File: src/rtl/alu_pkg.sv
// Shared ALU definitions: opcode encodings, issue-controller states and default width.
// Imported by the issue controller, its register file and the ALU top-level bench.
package alu_pkg;

    localparam int DEFAULT_N = 32;

    localparam logic [2:0] OP_0    = 3'b000;
    localparam logic [2:0] OP_1    = 3'b001;
    localparam logic [2:0] OP_2    = 3'b010;
    localparam logic [2:0] OP_3    = 3'b011;
    localparam logic [2:0] OP_4    = 3'b100;
    localparam logic [2:0] OP_5    = 3'b101;
    localparam logic [2:0] OP_ILL6 = 3'b110;
    localparam logic [2:0] OP_ILL7 = 3'b111;

    typedef enum logic [2:0] {
        S_IDLE,
        S_ISSUE,
        S_WAIT,
        S_WB,
        S_ERR
    } ctrlState_e;

    function automatic logic isLegalOp(input logic [2:0] op);
        return op <= OP_5;
    endfunction

endpackage

File: src/rtl/alu_regfile.sv
// Register file for the ALU issue controller: WB-priority write arbitration,
// two combinational operand snapshot ports and a registered host read port.
module alu_regfile
    import alu_pkg::*;
#(
    parameter int N    = DEFAULT_N,
    parameter int REGS = 8,
    localparam int AW  = $clog2(REGS)
) (
    input  logic          clk,
    input  logic          rst,
    input  logic          hostWe,
    input  logic [AW-1:0] hostAddr,
    input  logic [N-1:0]  hostData,
    input  logic          wbWe,
    input  logic [AW-1:0] wbAddr,
    input  logic [N-1:0]  wbData,
    input  logic [AW-1:0] rdAddrA,
    output logic [N-1:0]  rdDataA,
    input  logic [AW-1:0] rdAddrB,
    output logic [N-1:0]  rdDataB,
    input  logic [AW-1:0] hostRdAddr,
    output logic [N-1:0]  hostRdData
);

    logic [N-1:0] regs [REGS];

    logic hostCollides;
    assign hostCollides = wbWe && (wbAddr == hostAddr);

    assign rdDataA = regs[rdAddrA];
    assign rdDataB = regs[rdAddrB];

    // NOTE: the array is reset explicitly because a post-reset read must return 0;
    // this keeps it in flops rather than a RAM macro, acceptable at this depth.
    always_ff @(posedge clk or posedge rst) begin
        if (rst) begin
            for (int i = 0; i < REGS; i++) begin
                regs[i] <= '0;
            end
            hostRdData <= '0;
        end else begin
            // NOTE: non-blocking here gives read-before-write on hostRdData for free.
            if (hostWe && !hostCollides) begin
                regs[hostAddr] <= hostData;
            end
            if (wbWe) begin
                regs[wbAddr] <= wbData;
            end
            hostRdData <= regs[hostRdAddr];
        end
    end

endmodule

File: src/rtl/alu_issue_ctrl.sv
// Operand-issue and writeback controller in front of the 32-bit structural ALU:
// accepts one instruction at a time, drives op/R2/R3, waits ALU_LAT, writes R0 back.
module alu_issue_ctrl
    import alu_pkg::*;
#(
    parameter int N       = DEFAULT_N,
    parameter int REGS    = 8,
    parameter int ALU_LAT = 1,
    localparam int AW     = $clog2(REGS)
) (
    input  logic          clk,
    input  logic          rst,
    input  logic          instr_valid,
    output logic          instr_ready,
    input  logic [2:0]    instr_op,
    input  logic [AW-1:0] instr_dst,
    input  logic [AW-1:0] instr_src_a,
    input  logic [AW-1:0] instr_src_b,
    input  logic          wr_en,
    input  logic [AW-1:0] wr_addr,
    input  logic [N-1:0]  wr_data,
    input  logic [AW-1:0] rd_addr,
    output logic [N-1:0]  rd_data,
    output logic [2:0]    alu_op,
    output logic [N-1:0]  alu_a,
    output logic [N-1:0]  alu_b,
    input  logic [N-1:0]  alu_result,
    output logic          done,
    output logic          done_err,
    output logic [AW-1:0] done_dst,
    output logic [N-1:0]  done_data
);

    ctrlState_e    state;
    ctrlState_e    stateNext;
    logic [3:0]    waitCnt;
    logic [2:0]    snapOp;
    logic [N-1:0]  snapA;
    logic [N-1:0]  snapB;
    logic [AW-1:0] snapDst;
    logic [N-1:0]  resultQ;
    logic [N-1:0]  srcAData;
    logic [N-1:0]  srcBData;
    logic          wbWe;
    logic          lastWait;

    assign instr_ready = (state == S_IDLE) && !rst;
    assign wbWe        = (state == S_WB);
    assign lastWait    = (waitCnt == 4'd1);

    alu_regfile #(
        .N    (N),
        .REGS (REGS)
    ) u_regfile (
        .clk        (clk),
        .rst        (rst),
        .hostWe     (wr_en),
        .hostAddr   (wr_addr),
        .hostData   (wr_data),
        .wbWe       (wbWe),
        .wbAddr     (snapDst),
        .wbData     (resultQ),
        .rdAddrA    (instr_src_a),
        .rdDataA    (srcAData),
        .rdAddrB    (instr_src_b),
        .rdDataB    (srcBData),
        .hostRdAddr (rd_addr),
        .hostRdData (rd_data)
    );

    always_ff @(posedge clk or posedge rst) begin
        if (rst) begin
            state <= S_IDLE;
        end else begin
            state <= stateNext;
        end
    end

    // NOTE: stateNext is defaulted before the case so no path leaves it unassigned (no latch).
    always_comb begin
        stateNext = state;
        case (state)
            S_IDLE:  if (instr_valid) stateNext = isLegalOp(instr_op) ? S_ISSUE : S_ERR;
            S_ISSUE: stateNext = S_WAIT;
            S_WAIT:  if (lastWait) stateNext = S_WB;
            S_WB:    stateNext = S_IDLE;
            S_ERR:   stateNext = S_IDLE;
            default: stateNext = S_IDLE;
        endcase
    end

    // ALU drive registers change only in ISSUE, so R2/R3/op never glitch between operations.
    always_ff @(posedge clk or posedge rst) begin
        if (rst) begin
            waitCnt   <= '0;
            snapOp    <= '0;
            snapA     <= '0;
            snapB     <= '0;
            snapDst   <= '0;
            resultQ   <= '0;
            alu_op    <= '0;
            alu_a     <= '0;
            alu_b     <= '0;
            done      <= 1'b0;
            done_err  <= 1'b0;
            done_dst  <= '0;
            done_data <= '0;
        end else begin
            done     <= 1'b0;
            done_err <= 1'b0;
            case (state)
                S_IDLE: begin
                    if (instr_valid && isLegalOp(instr_op)) begin
                        snapOp  <= instr_op;
                        snapA   <= srcAData;
                        snapB   <= srcBData;
                        snapDst <= instr_dst;
                    end
                end
                S_ISSUE: begin
                    alu_op  <= snapOp;
                    alu_a   <= snapA;
                    alu_b   <= snapB;
                    waitCnt <= 4'(ALU_LAT);
                end
                S_WAIT: begin
                    waitCnt <= waitCnt - 4'd1;
                    if (lastWait) begin
                        resultQ <= alu_result;
                    end
                end
                S_WB: begin
                    done      <= 1'b1;
                    done_dst  <= snapDst;
                    done_data <= resultQ;
                end
                S_ERR: begin
                    done     <= 1'b1;
                    done_err <= 1'b1;
                end
                default: ;
            endcase
        end
    end

endmodule

File: config.mk
export PLATFORM = sky130hd
export DESIGN_NAME = alu_issue_ctrl
export DESIGN_NICKNAME = d
export VERILOG_FILES = /design/src/rtl/alu_pkg.sv /design/src/rtl/alu_regfile.sv /design/src/rtl/alu_issue_ctrl.sv
export SDC_FILE = /design/constraint.sdc
export NUM_CORES = 1
export LEC_CHECK = 0
export ABC_AREA = 1
export CORE_AREA = 2 2 236 238
export CTS_CLUSTER_DIAMETER = 100
export DETAILED_ROUTE_END_ITERATION = 6
export DIE_AREA = 0 0 238 240
export MAX_ROUTING_LAYER = met4
export PLACE_DENSITY_LB_ADDON = 0.25
export SYNTH_ARGS = -nofsm -noshare
export SYNTH_HDL_FRONTEND = slang
export SYNTH_SLANG_ARGS = --single-unit
File: constraint.sdc
create_clock -name clk -period 20.8 [get_ports clk]
set_input_delay 5.2 -clock clk [delete_from_list [all_inputs] [get_ports clk]]
set_output_delay 5.2 -clock clk [all_outputs]
set_load 0.01 [all_outputs]
## Yosys cells after proc, flatten, opt, wreduce, memory -nomap -nowiden

Cells that the tools add are included.

| cells by class | value |
|---|---|
| $add $sub $neg | 1 |
| $mul | 0 |
| div/mod/pow operators | 0 |
| order comparisons | 8 |
| eq/ne operators | 8 |
| shift operators | 0 |
| muxes and demuxes | 24 |
| bitwise gates (word level) | 5 |
| reductions and logical operators | 14 |

Operators by type and width:

| operator | count |
|---|---|
| $bwmux W256 | 2 |
| $mux W256 | 2 |
| $bmux W32 S3 | 3 |
| $mux W32 | 8 |
| $demux W32 S3 | 2 |
| $ge A4 B4 Y1 const B | 5 |
| $not A3 Y4 | 5 |
| $mux W3 | 3 |
| $pmux W3 S3 | 1 |
| $lt A4 B1 Y1 const B | 2 |
| $pmux W4 S2 | 1 |
| $eq A3 B2 Y1 const B | 2 |
| $logic_and A1 B1 Y1 | 6 |
| $reduce_and A2 Y1 | 3 |
| $eq A4 B1 Y1 const B | 1 |
| $ne A2 B2 Y1 const B | 2 |
| $sub A4 B1 Y4 const B | 1 |
| $eq A3 B1 Y1 const B | 1 |
| $eq A3 B3 Y1 | 1 |
| $eq A3 B3 Y1 const B | 1 |
| $le A3 B3 Y1 const B | 1 |
| $logic_not A3 Y1 | 1 |
| $logic_not A1 Y1 | 2 |
| $mux W1 | 2 |
| 2 further kinds | 2 |

| storage, ports and cells | value |
|---|---|
| bits in registers | 501 |
| bits in latches | 0 |
| bits in writable memories | 0 |
| memory bits (read-only) | 0 |
| output and inout bits | 137 |
| logic and storage cells | 83 |
| memories kept | 0 |

## Longest topological paths before layout

| logic depth | value |
|---|---|
| depth after elaboration | 9 |
| mapped depth | 11 |
| depth with buffers taken out | 10 |

## Cells and area by module

Synthesis repeated with hierarchy kept, for this count alone.

| second synthesis, totals | value |
|---|---|
| cells, all modules | 4583 |
| area, all modules | 30490.5 um2 |

Modules (own cells, without submodules):

| module | times used | cells each | area an instance (um2) | seq. area each (um2) |
|---|---|---|---|---|
| alu_regfile | 1 | 3653 | 22225.1 | 7206.9 |
| alu_issue_ctrl | 1 | 930 | 8265.4 | 5330.1 |

## Worst setup path after synthesis

OpenSTA, ideal clock, no wires.

| timing | value |
|---|---|
| kind | input to output |
| from | input rst |
| to | output instr_ready |
| arrival time | 5.369 ns |
| slack | 10.231 ns |
| stages | 1 |
| buffers on the path | 0 |
| cells stage by stage | nor2_1 |

| on the way | value |
|---|---|
| longest elaborated chain between the ends | 2 |

RTL lines:

| what | RTL line | source |
|---|---|---|
| from (decl) | alu_issue_ctrl.sv:12 | `input logic rst,` |
| $logic_not A1 Y1 (no line) | -- |  |
| $logic_and A1 B1 Y1 | alu_issue_ctrl.sv:47 | `assign instr_ready = (state == S_IDLE) && !rst;` |
| to (decl) | alu_issue_ctrl.sv:14 | `output logic instr_ready,` |

No other way between the ends.

## Final worst setup path

Ends and elaborated chain as after synthesis.

==> results.py <==
metrics = {
    "status": {
        "status": "completed",
    },
    "detailed_routing": {
        "top_layer": "met4",
        "met3_length_microns": 13300,
        "antenna_left": 0,
        "first_pass_iters": 7,
        "via_per_inst": 5.85,
        "postRouteWirelength_microns": 101000,
        "met1_length_microns": 41800,
        "drtIter0Drc": 3948,
        "vias": 29936,
        "wl_met2_microns": 42100,
        "drc": 0,
        "wl_per_cell_microns": 19.7,
    },
    "clock_network": {
        "cts_hold_buf": 0,
        "root_buffer": "clkbuf_16",
        "cts_htree_levels": 2,
        "path_clk_slew_ns": 0.06,
        "insertion_delay_ns": 0.62,
        "cts_buffers": 54,
        "tritoncts": "done",
        "post-cts-setup-buffers": 0,
        "cts_resized": 0,
        "ctsLongestPathBuffers": 3,
        "cts.sinks": 501,
    },
    "logic_synthesis": {
        "synth.cell_area_sq_um": 29800,
        "synth_warnings": 0,
        "synthCells": 4421,
        "ys_ff_latch": 501,
        "synth.distinct_cells": 23,
        "synth_fp_nets": 4509,
        "ys_seq_area_share_pct": 42.0,
        "avgSynthCellArea_sq_um": 6.75,
    },
    "sta": {
        "fin_crit_sh_pct": 55.8,
        "drv_slew": 0,
        "hold_violations": 0,
        "fmax_ghz": 0.0862,
        "setup_ws_ns": 9.20,
        "finalSetupTns_ns": 0,
        "fin_crit_ns": 11.60,
        "hold_slack_ns": 0.480,
        "skew_ns": 0.0112,
        "slew_headroom_pct": 17.9,
        "worst_pin_slew_ns": 1.23,
        "setup_viol_count_final": 0,
        "rsz0062_at_grt": "no",
    },
    "power": {
        "power.density_nw_per_um2": 130,
        "fin_total_pwr_mw": 4.40,
        "power.leakage_nw": 16.3,
        "ir_drop_mv": 0.0823,
    },
    "floorplanning": {
        "pin_count": 223,
        "dieArea_sq_um": 57100,
        "core_sq_um": 54700,
        "start_util_pct": 54.6,
        "die-width_microns": 238,
        "die_h_microns": 240,
        "row_count": 86,
    },
    "critical_path": {
        "worstPathMaxFanout": 2,
        "crit_path_top_delay_cell": "clkdlybuf4s50_1",
        "cp-end-kind": "primary output",
        "path_cells": "clkdlybuf4s50_1, nor2_1, clkdlybuf4s50_1",
        "cpMostUsedCell": "clkdlybuf4s50_1",
        "cpPeakStageDelay_ns": 0.54,
        "start_kind": "input port",
        "critPathKind": "input port to primary output",
        "reg2regPathDepth": 8,
        "worst_ep_required_time_ns": 15.60,
        "arrival_ns": 6.40,
    },
    "worst_hold_path": {
        "min_path_cells": 2,
        "hold_path_class": "flop to flop",
    },
    "final_layout": {
        "fin_cells": 5113,
        "nNetsFinal": 4452,
        "syn_to_final_growth_pct": 12.9,
        "postLayoutCellArea_sq_um": 33700,
        "fillers": 5062,
        "fin_util_pct": 61.6,
        "drive_gt1_share_pct": 3.77,
    },
    "global_route": {
        "grt_max_degree": 168,
        "track_usage_pct": 36.0,
        "grt_pass1_vias": 26533,
        "grt-ovfl-total": 0,
        "antenna_found_initial": 3,
        "grt_pass1_wl_microns": 155000,
    },
    "placed_design": {
        "place_area_sq_um": 31900,
        "place_congestion": 0.870,
        "io_buffers": 222,
        "pre_cts_ws_ns": 9.20,
        "dp.cells": 5012,
        "dp_hpwl_microns": 57400,
    },
    "job": {
        "maxCapViolCount": 0,
    },
}
flip-flops by register name, summed over array words and instances, names as in the netlist:
signal                cells
alu_b                    32
snapB                    32
resultQ                  32
u_regfile.regs          256
snapDst                   3
snapOp                    3
alu_op                    3
done_dst                  3
snapA                    32
done_err                  1
waitCnt                   4
alu_a                    32
u_regfile.hostRdData     32
state                     3
done                      1
done_data                32
critical path: cells and delay by family:
kind          cells  cell delay [ns]
buf+inv           2             1.05
simple gates      1             0.14
cell type report:
type,count,area (sq um),share of cell area [%]
Antenna cell,1,2.50,0.00743
Tap cell,704,881,2.61
Sequential cell,501,12500,37.2
Clock inverter,24,288,0.854
Inverter,534,2010,5.97
Clock buffer,76,1540,4.56
Timing Repair Buffer,263,2550,7.58
Multi-Input combinational cell,3010,13900,41.2
kinds of logic (layout without fill, tap and decap cells):
kind of cell,count (synthesis),count (layout),synth area share [%]
other cells,0,1,0
compound gates,1107,1107,20.1
buf+inv,910,897,11.8
fa+ha+maj,2,2,0.0838
flops,501,501,42.0
mux,1,1,0.0335
simple gates,1900,1900,26.1
cells in the final DEF, fill, tap and decap left out, drive strengths merged:
cell type and instances:
a21oi 481, nand3 463, diode 1, clkdlybuf4s50 215, o21ai 432, nor3b 1
clkbuf 76, clkinvlp 4, clkinv 24, nand3b 8, dfrtp 501, buf 48
ha 2, mux2i 1, a31oi 32, nor2 616, inv 524, bufinv 6
o211ai 160, nand2 810, nor3 2, o22ai 2
Yosys cell counts:
library cell,n,area share [%]
a21oi_1,481,8.1
a31oi_1,32,0.67
buf_1,61,0.77
buf_2,61,1.0
buf_4,4,0.10
clkbuf_1,250,3.1
clkinv_1,11,0.14
dfrtp_1,501,42
ha_1,2,0.084
inv_1,518,6.5
inv_2,5,0.063
mux2i_1,1,0.034
nand2_1,810,10
nand3_1,463,7.8
nand3b_1,1,0.025
nand3b_2,7,0.26
nor2_1,614,7.7
nor2_2,2,0.042
nor3_1,2,0.034
nor3b_1,1,0.025
o211ai_1,160,4.0
o21ai_0,432,7.2
o22ai_1,2,0.042
metal layers:
layer | vias to the layer above | GRT usage [%]
met5 | - | -
met4 | 0 | 12.3
met3 | 294 | 8.51
met2 | 1721 | 51.1
met1 | 13737 | 50.6
li1 | 14184 | -
final timing paths:
| path | to | start | slack, ns |
|---|---|---|---|
| max | instr_ready | rst | 9.20 |
| min in group asynchronous | state[2]$_DFFE_PP0P_ | rst | 5.15 |
| min reg2reg | alu_b[31]$_DFFE_PP0P_ | alu_b[31]$_DFFE_PP0P_ | 0.48 |
| max in group asynchronous | done_data[20]$_DFFE_PP0P_ | rst | 14.04 |
| min | alu_b[31]$_DFFE_PP0P_ | alu_b[31]$_DFFE_PP0P_ | 0.48 |
| max reg2reg | u_regfile.regs[230]$_DFF_PP0_ | state[0]$_DFFE_PP0P_ | 16.31 |
power by group:
| part | internal [mW] | switching [mW] | total (mW) | leakage [nW] |
|---|---|---|---|---|
| Clock | 0.588 | 0.415 | 1.00 | 0.892 |
| Combinational | 0.628 | 0.890 | 1.52 | 9.44 |
| Sequential | 1.45 | 0.425 | 1.87 | 6.01 |
(Power assumes the default switching activity.)
